<file path="src/rtl/vga_timing_pkg.sv">
// Shared constants and helpers for the raster timing generator.
// Holds the standard 640x480 and 800x600 timing sets.
package vga_timing_pkg;

    localparam int VGA_H_ACTIVE = 640;
    localparam int VGA_H_FP     = 16;
    localparam int VGA_H_SYNC   = 96;
    localparam int VGA_H_BP     = 48;
    localparam int VGA_V_ACTIVE = 480;
    localparam int VGA_V_FP     = 10;
    localparam int VGA_V_SYNC   = 2;
    localparam int VGA_V_BP     = 33;

    localparam int SVGA_H_ACTIVE = 800;
    localparam int SVGA_H_FP     = 40;
    localparam int SVGA_H_SYNC   = 128;
    localparam int SVGA_H_BP     = 88;
    localparam int SVGA_V_ACTIVE = 600;
    localparam int SVGA_V_FP     = 1;
    localparam int SVGA_V_SYNC   = 4;
    localparam int SVGA_V_BP     = 23;

    function automatic int axis_total(
        input int active,
        input int fp,
        input int sync,
        input int bp
    );
        return active + fp + sync + bp;
    endfunction

endpackage

</file>
<file path="src/rtl/vga_timing_if.sv">
// Raster position / sync / fetch bundle from the timing generator
// to the pixel pipeline and frame-buffer reader.
interface vga_timing_if #(
    parameter int CW = 11,
    parameter int PW = 21
);
    logic [CW-1:0] h_count;
    logic [CW-1:0] v_count;
    logic [PW-1:0] p_count;
    logic          vga_valid;
    logic          h_en;
    logic          v_en;
    logic          h_sync;
    logic          v_sync;
    logic          line_start;
    logic          frame_start;
    logic          fetch_en;
    logic [PW-1:0] fetch_addr;
    logic [CW-1:0] h_disp_max;
    logic [CW-1:0] v_disp_max;
    logic [PW-1:0] p_disp_max;

    modport master (
        output h_count, v_count, p_count,
        output vga_valid, h_en, v_en,
        output h_sync, v_sync,
        output line_start, frame_start,
        output fetch_en, fetch_addr,
        output h_disp_max, v_disp_max, p_disp_max
    );

    modport slave (
        input h_count, v_count, p_count,
        input vga_valid, h_en, v_en,
        input h_sync, v_sync,
        input line_start, frame_start,
        input fetch_en, fetch_addr,
        input h_disp_max, v_disp_max, p_disp_max
    );
endinterface

</file>
<file path="src/rtl/vga_axis_cnt.sv">
// One raster axis: wrapping counter with registered active/sync decode.
// 'last' is the carry used to step the next axis.
module vga_axis_cnt
    import vga_timing_pkg::*;
#(
    parameter int ACTIVE = 640,
    parameter int FP     = 16,
    parameter int SYNC   = 96,
    parameter int BP     = 48,
    parameter bit POL    = 1'b0,
    parameter int CW     = 11,
    parameter int INIT   = 0
) (
    input  logic          clk,
    input  logic          rst,
    input  logic          step,
    output logic [CW-1:0] cnt,
    output logic          en,
    output logic          sync,
    output logic          last,
    output logic          en_nxt
);
    localparam int TOTAL = axis_total(ACTIVE, FP, SYNC, BP);
    localparam int S0    = ACTIVE + FP;
    localparam int S1    = S0 + SYNC;

    logic [CW-1:0] cnt_nxt;

    function automatic logic sync_lvl(input logic [CW-1:0] c);
        return (c >= CW'(S0) && c < CW'(S1)) ? POL : !POL;
    endfunction

    always_comb begin
        last    = (cnt == CW'(TOTAL - 1));
        cnt_nxt = cnt;
        if (step) cnt_nxt = last ? '0 : cnt + 1'b1;
        en_nxt  = (cnt_nxt < CW'(ACTIVE));
    end

    // Decodes are registered from the next count so they align with cnt.
    always_ff @(posedge clk or posedge rst) begin
        if (rst) begin
            cnt  <= CW'(INIT);
            en   <= (INIT < ACTIVE);
            sync <= sync_lvl(CW'(INIT));
        end else begin
            cnt  <= cnt_nxt;
            en   <= en_nxt;
            sync <= sync_lvl(cnt_nxt);
        end
    end

endmodule

</file>
<file path="src/rtl/vga_timing_gen.sv">
// Parametrised raster timing generator on a pixel strobe, with a
// lead-fetch position running LEAD pixels ahead of display.
module vga_timing_gen
    import vga_timing_pkg::*;
#(
    parameter int H_ACTIVE = VGA_H_ACTIVE,
    parameter int H_FP     = VGA_H_FP,
    parameter int H_SYNC   = VGA_H_SYNC,
    parameter int H_BP     = VGA_H_BP,
    parameter int V_ACTIVE = VGA_V_ACTIVE,
    parameter int V_FP     = VGA_V_FP,
    parameter int V_SYNC   = VGA_V_SYNC,
    parameter int V_BP     = VGA_V_BP,
    parameter bit H_POL    = 1'b0,
    parameter bit V_POL    = 1'b0,
    parameter int LEAD     = 0,
    parameter int CW       = 11,
    parameter int PW       = 21
) (
    input  logic         clk,
    input  logic         rst,
    input  logic         pix_en,
    vga_timing_if.master vif
);
    localparam int H_TOTAL  = axis_total(H_ACTIVE, H_FP, H_SYNC, H_BP);
    localparam int V_TOTAL  = axis_total(V_ACTIVE, V_FP, V_SYNC, V_BP);
    localparam int N_POS    = H_TOTAL * V_TOTAL;
    localparam int LEAD_LIN = (N_POS - 1 + LEAD) % N_POS;
    localparam int LH_INIT  = LEAD_LIN % H_TOTAL;
    localparam int LV_INIT  = LEAD_LIN / H_TOTAL;
    // Lead starts on line 0 at LEAD-1; in blanking it holds the line's last address.
    localparam int F_INIT   = (LEAD == 0) ? 0 :
                              (LEAD - 1 < H_ACTIVE) ? LEAD - 1 : H_ACTIVE - 1;

    if (LEAD < 0 || LEAD > H_TOTAL - H_ACTIVE) begin : g_bad_lead
        $error("vga_timing_gen: LEAD out of range");
    end
    if (H_TOTAL > 2 ** CW || V_TOTAL > 2 ** CW) begin : g_bad_cw
        $error("vga_timing_gen: CW too narrow for totals");
    end
    if (H_ACTIVE * V_ACTIVE > 2 ** PW) begin : g_bad_pw
        $error("vga_timing_gen: PW too narrow for frame");
    end

    logic [CW-1:0] h_cnt, v_cnt, lh_cnt, lv_cnt;
    logic          h_en, v_en, lh_en, lv_en;
    logic          h_sync, v_sync, lh_sync, lv_sync;
    logic          h_last, v_last, lh_last, lv_last;
    logic          h_en_n, v_en_n, lh_en_n, lv_en_n;
    logic [PW-1:0] p_cnt, f_addr;
    logic          valid, f_en, l_start, f_start;
    logic          unused_lead;

    vga_axis_cnt #(
        .ACTIVE(H_ACTIVE), .FP(H_FP), .SYNC(H_SYNC), .BP(H_BP),
        .POL(H_POL), .CW(CW), .INIT(H_TOTAL - 1)
    ) u_h (
        .clk, .rst, .step(pix_en),
        .cnt(h_cnt), .en(h_en), .sync(h_sync),
        .last(h_last), .en_nxt(h_en_n)
    );

    vga_axis_cnt #(
        .ACTIVE(V_ACTIVE), .FP(V_FP), .SYNC(V_SYNC), .BP(V_BP),
        .POL(V_POL), .CW(CW), .INIT(V_TOTAL - 1)
    ) u_v (
        .clk, .rst, .step(pix_en & h_last),
        .cnt(v_cnt), .en(v_en), .sync(v_sync),
        .last(v_last), .en_nxt(v_en_n)
    );

    vga_axis_cnt #(
        .ACTIVE(H_ACTIVE), .FP(H_FP), .SYNC(H_SYNC), .BP(H_BP),
        .POL(H_POL), .CW(CW), .INIT(LH_INIT)
    ) u_lh (
        .clk, .rst, .step(pix_en),
        .cnt(lh_cnt), .en(lh_en), .sync(lh_sync),
        .last(lh_last), .en_nxt(lh_en_n)
    );

    vga_axis_cnt #(
        .ACTIVE(V_ACTIVE), .FP(V_FP), .SYNC(V_SYNC), .BP(V_BP),
        .POL(V_POL), .CW(CW), .INIT(LV_INIT)
    ) u_lv (
        .clk, .rst, .step(pix_en & lh_last),
        .cnt(lv_cnt), .en(lv_en), .sync(lv_sync),
        .last(lv_last), .en_nxt(lv_en_n)
    );

    assign unused_lead = ^{lh_cnt, lv_cnt, lh_en, lv_en, lh_sync, lv_sync};

    function automatic logic [PW-1:0] addr_step(
        input logic [PW-1:0] a,
        input logic          step,
        input logic          wrap,
        input logic          act
    );
        if (!step) return a;
        if (wrap)  return '0;
        if (act)   return a + 1'b1;
        return a;
    endfunction

    always_ff @(posedge clk or posedge rst) begin
        if (rst) begin
            p_cnt   <= '0;
            f_addr  <= PW'(F_INIT);
            valid   <= 1'b0;
            f_en    <= (LH_INIT < H_ACTIVE) && (LV_INIT < V_ACTIVE);
            l_start <= 1'b0;
            f_start <= 1'b0;
        end else begin
            valid   <= h_en_n & v_en_n;
            f_en    <= lh_en_n & lv_en_n;
            l_start <= pix_en & h_last;
            f_start <= pix_en & h_last & v_last;
            p_cnt   <= addr_step(p_cnt, pix_en,
                                 h_last & v_last, h_en_n & v_en_n);
            f_addr  <= addr_step(f_addr, pix_en,
                                 lh_last & lv_last, lh_en_n & lv_en_n);
        end
    end

    assign vif.h_count     = h_cnt;
    assign vif.v_count     = v_cnt;
    assign vif.p_count     = p_cnt;
    assign vif.vga_valid   = valid;
    assign vif.h_en        = h_en;
    assign vif.v_en        = v_en;
    assign vif.h_sync      = h_sync;
    assign vif.v_sync      = v_sync;
    assign vif.line_start  = l_start;
    assign vif.frame_start = f_start;
    assign vif.fetch_en    = f_en;
    assign vif.fetch_addr  = f_addr;
    assign vif.h_disp_max  = CW'(H_ACTIVE - 1);
    assign vif.v_disp_max  = CW'(V_ACTIVE - 1);
    assign vif.p_disp_max  = PW'(H_ACTIVE * V_ACTIVE - 1);

endmodule

</file>
<file path="src/flat_wrapper.sv">
// flat-port wrapper written by rule: the top's interface ports become plain ports
module vga_timing_gen_flat import vga_timing_pkg::*;
#(
    parameter int H_ACTIVE = VGA_H_ACTIVE,
    parameter int H_FP     = VGA_H_FP,
    parameter int H_SYNC   = VGA_H_SYNC,
    parameter int H_BP     = VGA_H_BP,
    parameter int V_ACTIVE = VGA_V_ACTIVE,
    parameter int V_FP     = VGA_V_FP,
    parameter int V_SYNC   = VGA_V_SYNC,
    parameter int V_BP     = VGA_V_BP,
    parameter bit H_POL    = 1'b0,
    parameter bit V_POL    = 1'b0,
    parameter int LEAD     = 0,
    parameter int CW       = 11,
    parameter int PW       = 21
)
  (clk, rst, pix_en, vif_h_count, vif_v_count, vif_p_count, vif_vga_valid, vif_h_en, vif_v_en, vif_h_sync, vif_v_sync, vif_line_start, vif_frame_start, vif_fetch_en, vif_fetch_addr, vif_h_disp_max, vif_v_disp_max, vif_p_disp_max);
  vga_timing_if #(.CW(CW), .PW(PW)) vif_i ();
  input  logic clk;
  input  logic rst;
  input  logic pix_en;
  output wire logic [$bits(vif_i.h_count)-1:0] vif_h_count;
  output wire logic [$bits(vif_i.v_count)-1:0] vif_v_count;
  output wire logic [$bits(vif_i.p_count)-1:0] vif_p_count;
  output wire logic [$bits(vif_i.vga_valid)-1:0] vif_vga_valid;
  output wire logic [$bits(vif_i.h_en)-1:0] vif_h_en;
  output wire logic [$bits(vif_i.v_en)-1:0] vif_v_en;
  output wire logic [$bits(vif_i.h_sync)-1:0] vif_h_sync;
  output wire logic [$bits(vif_i.v_sync)-1:0] vif_v_sync;
  output wire logic [$bits(vif_i.line_start)-1:0] vif_line_start;
  output wire logic [$bits(vif_i.frame_start)-1:0] vif_frame_start;
  output wire logic [$bits(vif_i.fetch_en)-1:0] vif_fetch_en;
  output wire logic [$bits(vif_i.fetch_addr)-1:0] vif_fetch_addr;
  output wire logic [$bits(vif_i.h_disp_max)-1:0] vif_h_disp_max;
  output wire logic [$bits(vif_i.v_disp_max)-1:0] vif_v_disp_max;
  output wire logic [$bits(vif_i.p_disp_max)-1:0] vif_p_disp_max;
  assign vif_h_count = vif_i.h_count;
  assign vif_v_count = vif_i.v_count;
  assign vif_p_count = vif_i.p_count;
  assign vif_vga_valid = vif_i.vga_valid;
  assign vif_h_en = vif_i.h_en;
  assign vif_v_en = vif_i.v_en;
  assign vif_h_sync = vif_i.h_sync;
  assign vif_v_sync = vif_i.v_sync;
  assign vif_line_start = vif_i.line_start;
  assign vif_frame_start = vif_i.frame_start;
  assign vif_fetch_en = vif_i.fetch_en;
  assign vif_fetch_addr = vif_i.fetch_addr;
  assign vif_h_disp_max = vif_i.h_disp_max;
  assign vif_v_disp_max = vif_i.v_disp_max;
  assign vif_p_disp_max = vif_i.p_disp_max;
  vga_timing_gen #(.H_ACTIVE(H_ACTIVE), .H_FP(H_FP), .H_SYNC(H_SYNC), .H_BP(H_BP), .V_ACTIVE(V_ACTIVE), .V_FP(V_FP), .V_SYNC(V_SYNC), .V_BP(V_BP), .H_POL(H_POL), .V_POL(V_POL), .LEAD(LEAD), .CW(CW), .PW(PW)) u_core (.clk(clk), .rst(rst), .pix_en(pix_en), .vif(vif_i));
endmodule
</file>
<file path="config.mk">
export PLATFORM = sky130hd
export DESIGN_NAME = vga_timing_gen_flat
export DESIGN_NICKNAME = d
export VERILOG_FILES = /design/src/rtl/vga_timing_pkg.sv /design/src/rtl/vga_timing_if.sv /design/src/rtl/vga_axis_cnt.sv /design/src/rtl/vga_timing_gen.sv /design/src/flat_wrapper.sv
export SDC_FILE = /design/constraint.sdc
export NUM_CORES = 1
export LEC_CHECK = 0
export ABC_CLOCK_PERIOD_IN_PS = 7700
export CAP_MARGIN = 30
export CORE_MARGIN = 4
export CORE_UTILIZATION = 47
export DETAILED_ROUTE_END_ITERATION = 12
export PLACE_DENSITY = 0.76
export SLEW_MARGIN = 20
export SYNTH_ARGS = -nofsm -noshare
export SYNTH_HDL_FRONTEND = slang
export SYNTH_SLANG_ARGS = --single-unit
</file>
<file path="constraint.sdc">
create_clock -name clk -period 7.7 [get_ports clk]
set_input_delay 1.155 -clock clk [delete_from_list [all_inputs] [get_ports clk]]
set_output_delay 1.155 -clock clk [all_outputs]
set_load 0.02 [all_outputs]
</file>
# ---- Yosys cells after proc, flatten, opt, wreduce, memory -nomap -nowiden
# Cells that the tools add are included.
dict set report word_totals {
  in_bits 3
  elab_cells 75
  register_bits 94
  output_inout_bits 115
}
dict set report op_classes {
  magnitude_cmp 8
  muxes 32
  n_bitwise 7
  reduce_logical 2
  n_addsub 6
  n_eq_ne 6
}
# op count
set op_table {}
lappend op_table {{two-way mux 21 bit} 12}
lappend op_table {{two-way mux 11 bit} 8}
lappend op_table {{adder 11 x 1 -> 11 bit, second input constant} 4}
lappend op_table {{equality test 11 x 10 -> 1 bit, second input constant} 4}
lappend op_table {{adder 21 x 1 -> 21 bit, second input constant} 2}
lappend op_table {{less-than comparator 11 x 10 -> 1 bit, second input constant} 3}
lappend op_table {{less-than comparator 11 x 9 -> 1 bit, second input constant} 3}
lappend op_table {{two-way mux 1 bit} 12}
lappend op_table {{greater-or-equal comparator 11 x 10 -> 1 bit, second input constant} 1}
lappend op_table {{greater-or-equal comparator 11 x 9 -> 1 bit, second input constant} 1}
lappend op_table {{bitwise AND 1 bit} 7}
lappend op_table {{!= test 3 x 1 -> 1 bit, second input constant} 2}
lappend op_table {{logical AND 1 bit} 2}

# ---- Logic depth before layout (Yosys ltp)
dict set report logic_depth {
  ltp_word 11
  depth_mapped 11
  mapped_depth_nobuf 9
}

# ---- Hierarchy
# From an unflattened synthesis, not the netlist that was laid out.
dict set report hier_totals {
  hier_cells 618
  hier_area_um2 5859.4
}
# mod n_inst seq_area_each_um2 area_per_inst_um2 cells_per_inst
set modules_own_cells {}
lappend modules_own_cells {vga_timing_gen 1 1151.1 2686.3 298}
lappend modules_own_cells {{vga_axis_cnt at u_core.u_h ...} 2 335.3 812.0 83}
lappend modules_own_cells {{vga_axis_cnt at u_core.u_lv ...} 2 330.3 774.5 77}

# ---- Least setup slack after synthesis
# OpenSTA, ideal clock, no wires.
dict set report synth_path {
  kind {input to register}
  from {input pix_en}
  to {register u_core.p_cnt[6] (netlist: u_core.vif.p_count[6])}
  n_path_buf 2
  path_stages 10
  t_required_ps 7597
  setup_ps 103
  arrival_time_ps 3555
  setup_slack_ps 4042
  path_cell_list {nand2_1 -> or4b_1 -> buf_6 -> clkinv_4 -> a21boi_2 -> o221a_2 -> or4b_4 -> or2_1 -> buf_6 -> o41ai_2}
}
dict set report synth_between {
  elab_chain_len 8
  word_cells_on_any_way 14
  cone_classes {order compare: 2; eq/ne: 1; mux: 9; bitwise: 2}
}
# item line_no
set synth_lines {}
lappend synth_lines {{from (decl)} flat_wrapper.sv:22} ;# input logic pix_en;
lappend synth_lines {{bitwise AND 1 bit} vga_timing_gen.sv:67} ;# .clk, .rst, .step(pix_en & h_last),
lappend synth_lines {{two-way mux 11 bit} vga_axis_cnt.sv:36} ;# if (step) cnt_nxt = last ? '0 : cnt + 1'b1;
lappend synth_lines {{less-than comparator 11 x 9 -> 1 bit} vga_axis_cnt.sv:37} ;# en_nxt = (cnt_nxt < CW'(ACTIVE));
lappend synth_lines {{bitwise AND 1 bit} vga_timing_gen.sv:118} ;# h_last & v_last, h_en_n & v_en_n);
lappend synth_lines {{two-way mux 1 bit / two-way mux 21 bit (equally long branches)} vga_timing_gen.sv:100} ;# if (act) return a + 1'b1;
lappend synth_lines {{two-way mux 1 bit / two-way mux 21 bit (equally long branches)} {vga_timing_gen.sv:100, vga_timing_gen.sv:101}}
lappend synth_lines {{two-way mux 1 bit / two-way mux 21 bit (equally long branches)} {vga_timing_gen.sv:99, vga_timing_gen.sv:100}}
lappend synth_lines {{!= test 3 x 1 -> 1 bit (no source line) / two-way mux 21 bit (equally long branches)} --}
lappend synth_lines {{to (signal assigned)} vga_timing_gen.sv:117} ;# p_cnt <= addr_step(p_cnt, pix_en,
lappend synth_lines {{to (decl)} vga_timing_gen.sv:50} ;# logic [PW-1:0] p_cnt, f_addr;
# Several ways; a longest one is shown, not always the timed one. The select of a mux whose other input is x is not followed.
# A chain may end at the register's enable or synchronous reset.

# ---- Worst setup path after layout
# Same ends and word-level chain as after synthesis.

==> metrics <==
# hold bufs at CTS=0; Synth area leaders=dfrtp_1, dfstp_2, o21ai_0; final hold vios=0; Post-Synth Adder-Cell Area=~1.9%; Primary FF master, synth=dfrtp_1; setup ws final=between 2000 and 3000 ps; Post-Synth Simple-Gate Area=a little under a quarter; Hold Path Stages=1; Critical Path, Cell by Cell=clkdlybuf4s50_1 -> nand2_1 -> or4b_1 -> clkinv_4 -> a21boi_2 -> o221a_2 -> or4b_4 -> or2_1 -> o41ai_2; maximum clock rate=roughly 200 MHz; CTS tree=done; synth warn=0; Die Footprint=13,230 µm²; Yosys top cell area share=roughly a third; period utilisation layout=between 60% and 70%; worst reg2reg setup slack=3500 ps; share of total power in combinational logic=24.5%; post-CTS setup buffers=0; core box area=between 10,000 and 15,000 µm²; Mapped Cells=around 600; Buffers on Ports=74; post-layout util=between 50% and 60%; Flop pwr share=47.5%; critical path's largest stage delay=780 ps; min Tclk post-route=4960 ps; Int Pwr=943.7 µW; Yosys reg bits=94; Num CTS Buffers=9; switch share=roughly a third; Layout area overhead=17.12%; post-route cell area=roughly 6300 µm²; clk_lat worst skew=340 ps; die height=115.0 µm; via count=between 4,000 and 5,000; clock power share=27.9%; Async SR Flop Fraction=100.0%; first-pass GRT wire length=slightly below 20,000 µm; 1st-iter DRT viols=421; CTS sink count=94; fin cells=798; reg2reg start=u_core.u_lh.cnt[9]$_DFF_PP1_; Levels on crit path=9; Slew Limit Headroom=42.42%; DR WL/cell=15.16 µm; Post-synth EDFFs=0; Starting Density=48.82%; drt drc=0; largest net degree at the start of global routing=68; CP required=between 7000 and 8000 ps; Clock Skews=5.644 ps; # fillers=988; Ports=118; Die Width=115.0 µm; TNS Setup=0 ps; Worst EP arrival=between 5000 and 6000 ps; worst hold start=u_core.vif.p_count[20]$_DFFE_PP0P_; Final HPWL DP=8329 µm; total track usage=between 15 and 20%; XOR/XNOR Fraction of Synth Area=4.066%; initial antenna violation count=0; Synth area leader=dfrtp_1; Pre-antenna DRT Iters=7; CP Max Fanout=23; worst slew pin tran=861.2 ps; Rows=38; Worst setup EP type=flip-flop; synth unique cells=59; Compound-Gate Fraction of Synth Area=15.89%; P per Cell Area=224.8 nW/µm²; register area share after synthesis=between 40% and 50%; RSZ-0062 raised after global routing=false; Hold Path End=u_core.vif.p_count[20]$_DFFE_PP0P_; largest family of logic cells by synthesized area=simple AND/OR/NAND/NOR gates; dpl cells=782; critical path type=in2reg; Sw Pwr=473.9 µW; max-cap viol count=0; final setup violation count=0; Layout Nets=664; syn_area_per_cell=9.127 µm²; worst r2r dst=u_core.vif.fetch_addr[5]$_DFFE_PP0P_; Post-DRT Antenna Nets=0; maximum root-to-sink buffer count=2; vias per cell=between 5 and 6; H-Tree Depth=3; crit path buf inv count=2; diode count=0; Min-Delay Path Class=reg2reg; startpoint types=input pin; VDD IR max=183.3 µV; status=finished, final reports clean; Slew Viols, Final=0; Mapped Area=5385 µm²; Placement Setup Slack=2404 ps; placed inst area=6048 µm²; vias in the first global route=a little over 4,000; post-CTS sizing=0; Root Driver=clkbuf_16; Critical-path top delay cell=or4b_1; top cells by count, synth=dfrtp_1, o21ai_0, nand2_1, nor2_1, buf_4; fraction of layout instances using a drive strength above 1=8.207%; clk slew on worst S/H paths=60 ps; leakage power=approximately 2.5 nW; Routability Congestion=0.8397; cell family with most CP delay=simple AND/OR/NAND/NOR gates; top-count cell post-synth=dfrtp_1; post-synthesis mux area share=0.8132%; WL final=roughly 12,000 µm; grt total ovfl=0; worst reg2reg path depth=7
==> layout make-up <==
type / count / area (µm²) / area share (%)
flip-flops and latches: 94 / 2380 / 37.73
well taps: 140 / 175.2 / 2.777
repair buffers: 76 / 755.7 / 11.98
clock inverters: 5 / 26.28 / 0.4166
inverters: 19 / 77.57 / 1.230
multi-input cells: 453 / 2660 / 42.17
clock buffers: 11 / 232.7 / 3.690
==> worst max path at each step <==
stage          startpoint                                    to  slack (ps)
3_3_place_gp       pix_en     u_core.vif.p_count[6]$_DFFE_PP0P_        2540
5_1_grt            pix_en  u_core.vif.fetch_addr[5]$_DFFE_PP0P_        2390
3_5_place_dp       pix_en     u_core.vif.p_count[6]$_DFFE_PP0P_        2400
6_report           pix_en     u_core.vif.p_count[6]$_DFFE_PP0P_        2740
2_1_floorplan      pix_en     u_core.vif.p_count[6]$_DFFE_PP0P_        4040
4_1_cts            pix_en     u_core.vif.p_count[6]$_DFFE_PP0P_        2770
==> power groups by stage <==
stage | Clock [mW] | Combinational (mW) | Sequential, mW
2_1_floorplan | 0 | 0.170 | 0.720
3_3_place_gp | 0 | 0.340 | 0.677
3_5_place_dp | 0 | 0.348 | 0.681
4_1_cts | 0.406 | 0.350 | 0.672
5_1_grt | 0.429 | 0.379 | 0.687
6_report | 0.396 | 0.348 | 0.674
==> sequential cells by signal, indices dropped and copies added, names as in the netlist <==
name / cells
u_core.u_lh.cnt: 11
u_core.vif.fetch_addr: 21
u_core.vif.vga_valid: 1
u_core.u_h.en: 1
u_core.u_lv.cnt: 11
u_core.vif.line_start: 1
u_core.vif.frame_start: 1
u_core.u_v.cnt: 11
u_core.u_h.sync: 1
u_core.vif.p_count: 21
u_core.u_h.cnt: 11
u_core.u_v.en: 1
u_core.vif.fetch_en: 1
u_core.u_v.sync: 1
==> stage by stage <==
step / power (mW) / hold slack (ps)
finish: 1.418 / 482.4
global route: 1.495 / 484.7
CTS: 1.428 / 480.1
detailed placement: 1.029 / 472.1
global placement: 1.017 / 467.7
floorplan: 0.8906 / 465.4
==> placed cells by master (no fill, tap or decap), types with 13 or more instances in the layout <==
cell type and count:
nand2b_1 15, dfrtp_1 72, nand4_1 18, a31oi_1 13, clkdlybuf4s50_1 74, o31ai_1 19
dfstp_2 22, o21ai_0 68, nand2_1 45, inv_1 17, nand3_1 34, xnor2_1 13
conb_1 43, nor2_1 45
==> cell families after synthesis <==
logic type,Yosys count
compound gates,138
xor+xnor,25
fa+ha+maj,8
buf+inv,84
flops,94
mux,4
other cells,2
simple gates,235
==> layer usage <==
metal	share of wire, %	GRT usage [%]	vias to the layer above
met5	0	0	-
met4	1.4	5.556	0
met3	6.8	5.000	18
met2	46	28.51	169
met1	46	23.61	2168
li1	-	-	2171
(Power assumes the default switching activity.)
